===== config.mk =====
export PLATFORM = sky130hd
export DESIGN_NAME = pipe_skid_reg_flat
export DESIGN_NICKNAME = d
export VERILOG_FILES = /design/src/rtl/pipe_skid_reg_if.sv /design/src/rtl/pipe_skid_reg.sv /design/src/flat_wrapper.sv
export SDC_FILE = /design/constraint.sdc
export NUM_CORES = 1
export LEC_CHECK = 0
export ABC_AREA = 1
export CAP_MARGIN = 0
export CORE_MARGIN = 1
export CORE_UTILIZATION = 45
export CTS_BUF_LIST = sky130_fd_sc_hd__clkbuf_4 sky130_fd_sc_hd__clkbuf_8 sky130_fd_sc_hd__clkbuf_16
export DETAILED_ROUTE_END_ITERATION = 10
export PLACE_DENSITY = 0.76
export SLEW_MARGIN = 30
export SYNTH_ARGS = -nofsm -noshare
export SYNTH_HDL_FRONTEND = slang
export SYNTH_SLANG_ARGS = --single-unit

===== constraint.sdc =====
create_clock -name clk -period 1.3 [get_ports clk]
set_input_delay 0.26 -clock clk [delete_from_list [all_inputs] [get_ports clk]]
set_output_delay 0.26 -clock clk [all_outputs]
set_load 0.1 [all_outputs]

===== src/rtl/pipe_skid_reg_if.sv =====
// Valid/ready handshake bundle for both sides of pipe_skid_reg.
// slave = the stage itself, master = the surrounding producer/consumer.
interface pipe_skid_reg_if #(
    parameter int WIDTH = 32
);
    logic             in_valid;
    logic             in_ready;
    logic [WIDTH-1:0] in_data;
    logic             out_valid;
    logic             out_ready;
    logic [WIDTH-1:0] out_data;

    modport slave (
        input  in_valid, in_data, out_ready,
        output in_ready, out_valid, out_data
    );

    modport master (
        output in_valid, in_data, out_ready,
        input  in_ready, out_valid, out_data
    );
endinterface


===== src/rtl/pipe_skid_reg.sv =====
// Two-entry elastic stage: registered in_ready breaks the ready path, 1 word/cycle.
// Optional synchronous drop of held words via `define PIPE_SKID_FLUSH_EN (adds flush port).
module pipe_skid_reg #(
    parameter int               WIDTH       = 32,
    parameter logic [WIDTH-1:0] RESET_VALUE = '0
) (
    input  logic       clk,
    input  logic       reset,
`ifdef PIPE_SKID_FLUSH_EN
    input  logic       flush,
`endif
    pipe_skid_reg_if.slave bus,
    output logic [1:0] level
);
    typedef enum logic [1:0] {
        EMPTY = 2'd0,
        ONE   = 2'd1,
        FULL  = 2'd2
    } state_t;

    state_t           state;
    logic [WIDTH-1:0] main_q;
    logic [WIDTH-1:0] skid_q;
    logic             out_valid_q;
    logic             accept;
    logic             emit;
    logic             drop;

`ifdef PIPE_SKID_FLUSH_EN
    assign drop = flush;
`else
    assign drop = 1'b0;
`endif

    // Ready is a function of registered state only, so no comb path from out_ready.
    assign bus.in_ready  = (state != FULL) & ~reset;
    assign bus.out_valid = out_valid_q;
    assign bus.out_data  = main_q;

    assign accept = bus.in_valid & bus.in_ready;
    assign emit   = out_valid_q & bus.out_ready;

    always_ff @(posedge clk) begin
        if (reset) begin
            state       <= EMPTY;
            level       <= 2'd0;
            out_valid_q <= 1'b0;
            main_q      <= RESET_VALUE;
            skid_q      <= RESET_VALUE;
        end else if (drop) begin
            // Entry contents are kept; only occupancy is cleared.
            state       <= EMPTY;
            level       <= 2'd0;
            out_valid_q <= 1'b0;
        end else begin
            case (state)
                EMPTY: begin
                    if (accept) begin
                        main_q      <= bus.in_data;
                        state       <= ONE;
                        level       <= 2'd1;
                        out_valid_q <= 1'b1;
                    end
                end
                ONE: begin
                    if (accept && emit) begin
                        main_q <= bus.in_data;
                    end else if (accept) begin
                        skid_q <= bus.in_data;
                        state  <= FULL;
                        level  <= 2'd2;
                    end else if (emit) begin
                        state       <= EMPTY;
                        level       <= 2'd0;
                        out_valid_q <= 1'b0;
                    end
                end
                FULL: begin
                    if (emit) begin
                        main_q <= skid_q;
                        state  <= ONE;
                        level  <= 2'd1;
                    end
                end
                default: begin
                    state       <= EMPTY;
                    level       <= 2'd0;
                    out_valid_q <= 1'b0;
                end
            endcase
        end
    end
endmodule


===== src/flat_wrapper.sv =====
// flat-port wrapper written by rule: the top's interface ports become plain ports
module pipe_skid_reg_flat 
#(
    parameter int               WIDTH       = 32,
    parameter logic [WIDTH-1:0] RESET_VALUE = '0
)
  (clk, reset, level, bus_in_valid, bus_in_data, bus_out_ready, bus_in_ready, bus_out_valid, bus_out_data);
  pipe_skid_reg_if #(.WIDTH(WIDTH)) bus_i ();
  input  logic clk;
  input  logic reset;
  output logic [1:0] level;
  input wire logic [$bits(bus_i.in_valid)-1:0] bus_in_valid;
  input wire logic [$bits(bus_i.in_data)-1:0] bus_in_data;
  input wire logic [$bits(bus_i.out_ready)-1:0] bus_out_ready;
  output wire logic [$bits(bus_i.in_ready)-1:0] bus_in_ready;
  output wire logic [$bits(bus_i.out_valid)-1:0] bus_out_valid;
  output wire logic [$bits(bus_i.out_data)-1:0] bus_out_data;
  assign bus_i.in_valid = bus_in_valid;
  assign bus_i.in_data = bus_in_data;
  assign bus_i.out_ready = bus_out_ready;
  assign bus_in_ready = bus_i.in_ready;
  assign bus_out_valid = bus_i.out_valid;
  assign bus_out_data = bus_i.out_data;
  pipe_skid_reg #(.WIDTH(WIDTH), .RESET_VALUE(RESET_VALUE)) u_core (.clk(clk), .reset(reset), .bus(bus_i), .level(level));
endmodule

==> impl_results.md <==
* Total overflow reported by the global router at 0
* Start point of the worst hold path: reset
* H-Tree Level Count at 3
* Height of the chip at 85.7 µm
* Setup repair after global routing missed its margin: true
* Portion of total power attributed to combinational logic at 0.371
* Most frequent standard cell in the layout excluding fill and tap cells: sky130_fd_sc_hd__nand2_1
* Class of the worst hold path: input port to flop
* Worst setup path class: flop to flop
* Clock network fraction of design power at 0.254
* Final setup TNS at -4.07 ns
* Worst-case clock skew at 0.00970 ns
* Time the worst path needs with I/O delays and setup at 1.42 ns
* Share of the synthesized area in the top cell type at 0.425
* Final Net Count at 598
* Cell taking the most area after synthesis: sky130_fd_sc_hd__dfxtp_1
* Clock input transition at the sequential cells of the worst setup and hold paths at 0.07 ns
* Dominant combinational cell family by area after synthesis: simple AND/OR/NAND/NOR gates
* Count of routing violations after the opening detailed-route iteration at 267
* Period utilisation layout at 1.09
* Flop and latch count out of synthesis at 67
* CTS tree: built
* Fmax at 705 MHz
* Core footprint at 6790 µm²
* Io pins at 72
* Sw Ratio at 0.381
* Slew Limit Fails at 0
* Hold worst-path end: u_core.level[1]$_SDFFE_PP0P_
* Depth of the worst register-to-register path at 8
* Area share of and/or/nand/nor cells after synthesis at 0.363
* Fin cells at 663
* Total of buffers placed on input and output ports at 71
* Via count at 3447
* Adder-cell share of the synthesized area at 0
* Hold path cells at 3
* Parity-gate share of the synthesized area counting xor and xnor cells at 0
* Post-Synthesis Mean Instance Area at 6.52 µm²
* Number of core rows at 30
* Fraction of the core area covered by cells at the end of the flow at 0.753
* Worst slack, placed at -0.286 ns
* Layout Area Growth over Synthesis at 62.1%
* Pin count of the biggest net entering global routing at 35
* Max Cap Violations at 0
* Total of endpoints with negative setup slack in the final report at 69
* Synthesis warning total at 0
* Global-route wire length before repair at 14.5 mm
* TritonCTS sink count at 67
* Vias in the first global route at 3070
* Endpoint class of the critical path: flop
* Routed wire length at 9.55 mm
* Data required, critical path at 1.54 ns
* Die width at 85.7 µm
* Clock Latency Late Sink at 0.35 ns
* Antenna diode instance count at 0
* Antenna violations before repair at 0
* Fillers at 470
* Met3 Wirelength at 600 µm
* Cell internal pwr at 3.92 mW
* Number of unique standard cell types used by synthesis at 18
* Status: complete, but fails checks
* Pleak at 2.33 nW
* Relative slew margins at 0.837
* Number of design rule violations left after detail routing at 0
* Destination of the worst register-to-register timing path: u_core.bus.out_data[0]$_SDFFE_PP0P_
* Post-synthesis cell area at 3150 µm²
* Overall die area at 7350 µm²
* Synth Area in Compound Gates at 0.107
* Post-route setup slack at -0.118 ns
* Psw at 2.41 mW
* Router iterations before antenna repair at 5
* Per-cell via count in the routed design at 5.20
* Wire per inst at 14.4 µm
* Clock tree root driver cell: sky130_fd_sc_hd__clkbuf_8
* Number of CTS-inserted buffers at 9
* Most frequent cells in the layout: sky130_fd_sc_hd__nand2_1 (100), sky130_fd_sc_hd__nor2_1 (81), sky130_fd_sc_hd__dfxtp_1 (64)
* Detailed-route wire length on metal 1 at 3.83 mm
* Final HPWL from detailed placement at 5.23 mm
* Total power divided by cell area at 1240 nW/µm²
* Total instance count after detailed placement at 635
* WL met2 at 4.96 mm
* Arrival time at the worst endpoint at 1.65 ns
* Measured slew at the worst slew-check pin at 0.241 ns
* Number of hold violations in the final report at 0
* Critical path peak fanout at 16
* Initial standard-cell utilization of the core at 0.464
* Routability-driven placement congestion ratio at 0.792
* Worst reg2reg setup slack at -0.12 ns
* Kind of start point of the critical path: flop
* Largest voltage drop on the vdd net at 0.924 mV
* Final-layout worst hold slack at 0.344 ns
* Post-Synthesis Net Count at 520
* Share of synthesized area spent on multiplexers at 0
* Maximum count of clock buffers along a single path at 2
* Routed Antenna Nets at 0
* Most area-consuming cells after synthesis: sky130_fd_sc_hd__dfxtp_1 (43%), sky130_fd_sc_hd__nand2_1 (12%), sky130_fd_sc_hd__nor2_1 (12%), sky130_fd_sc_hd__nand3_1 (11%), sky130_fd_sc_hd__a21oi_1 (5.4%)
* Highest layer used for signal routing: met4
* Share of cells above drive strength 1 at 0.259
* Critical R2R Launch: u_core.level[1]$_SDFFE_PP0P_
* Cells after synthesis at 484
* Failing checks: negative setup slack
* Sequential cell fraction of total power at 0.375
* Overall Global Routing Usage at 0.250
* Sequential area share after synthesis at 0.425
-- cell usage after synthesis --
| cell | n |
|---|---|
| sky130_fd_sc_hd__buf_2 | 18 |
| sky130_fd_sc_hd__a21oi_1 | 34 |
| sky130_fd_sc_hd__nand3_1 | 68 |
| sky130_fd_sc_hd__nor2_1 | 99 |
| sky130_fd_sc_hd__buf_1 | 3 |
| sky130_fd_sc_hd__nand2_2 | 1 |
| sky130_fd_sc_hd__nand2_4 | 1 |
| sky130_fd_sc_hd__clkbuf_1 | 9 |
| sky130_fd_sc_hd__inv_1 | 37 |
| sky130_fd_sc_hd__nand2_1 | 103 |
| sky130_fd_sc_hd__nor2_4 | 1 |
| sky130_fd_sc_hd__o21ai_1 | 4 |
| sky130_fd_sc_hd__dfxtp_1 | 67 |
| sky130_fd_sc_hd__o21ai_0 | 28 |
| sky130_fd_sc_hd__o21bai_1 | 1 |
| sky130_fd_sc_hd__buf_4 | 6 |
| sky130_fd_sc_hd__nand3_4 | 1 |
| sky130_fd_sc_hd__inv_2 | 3 |
-- per-stage QoR --
step / power (mW) / area [µm²]
final: 6.34 / 5110
after global routing: 6.59 / 5110
after CTS: 6.17 / 4860
after detailed placement: 4.49 / 4460
after global placement: 4.45 / 4460
after floorplan: 3.68 / 3220
-- per-layer routing --
layer / GRT usage / up-vias
met5: 0 / -
met4: 0.0697 / 0
met3: 0.0587 / 23
met2: 0.424 / 153
met1: 0.318 / 1583
li1: - / 1688
-- worst max-delay path: stages, from the launching register on --
cell	delay, ns
sky130_fd_sc_hd__dfxtp_4	0.42
sky130_fd_sc_hd__nand2_8	0.07
sky130_fd_sc_hd__buf_6	0.11
sky130_fd_sc_hd__nand3_4	0.10
sky130_fd_sc_hd__nand2_8	0.09
sky130_fd_sc_hd__buf_12	0.14
sky130_fd_sc_hd__buf_12	0.15
sky130_fd_sc_hd__a21oi_1	0.15
sky130_fd_sc_hd__nor2_1	0.07
-- sequential cells by signal, indices dropped and copies added, names as in the netlist --
signal	count
u_core.bus.out_data	32
u_core.bus.out_valid	1
u_core.level	2
u_core.skid_q	32
-- power by group through the flow --
stage | sequential (mW) | combinational, mW | clock, mW
5_1_grt | 2.39 | 2.46 | 1.73
3_3_place_gp | 2.40 | 2.06 | 0
2_1_floorplan | 3.09 | 0.591 | 0
6_report | 2.37 | 2.35 | 1.61
4_1_cts | 2.36 | 2.21 | 1.61
3_5_place_dp | 2.40 | 2.09 | 0
-- kinds of logic after synthesis --
| logic type | after synthesis |
|---|---|
| AO/OA/AOI/OAI | 67 |
| flip-flops | 67 |
| buffers and inverters | 76 |
| AND/OR/NAND/NOR | 274 |
-- final cells by class --
class | instances | area (µm²) | share of cell area
sequential | 67 | 1350 | 0.264
clock buffer | 12 | 159 | 0.0311
tap | 96 | 120 | 0.0235
multi-input combinational | 341 | 1740 | 0.340
timing repair buffer | 103 | 1560 | 0.304
clock inverter | 4 | 25.0 | 0.00489
inverter | 40 | 163 | 0.0318
-- what timing repair did --
item                                    in CTS  in global routing
pin swaps                                    2                  5
resized for setup                           25                 47
endpoints found under the setup margin      33                 70
buffers inserted                             7                  1
endpoints found under the hold margin        0                  0
hold buffers                                 0                  0
cloned                                       2                  3
-- how the worst max path moves through the flow --
stage,startpoint,end
6_report,u_core.level[1]$_SDFFE_PP0P_,u_core.bus.out_data[0]$_SDFFE_PP0P_
5_1_grt,u_core.level[0]$_SDFFE_PP0P_,u_core.bus.out_data[30]$_SDFFE_PP0P_
4_1_cts,u_core.level[0]$_SDFFE_PP0P_,bus_in_ready
3_5_place_dp,reset,u_core.bus.out_data[8]$_SDFFE_PP0P_
3_3_place_gp,bus_in_valid,u_core.bus.out_data[10]$_SDFFE_PP0P_
2_1_floorplan,u_core.level[0]$_SDFFE_PP0P_,bus_in_ready
Power figures use the tool's default switching activity.
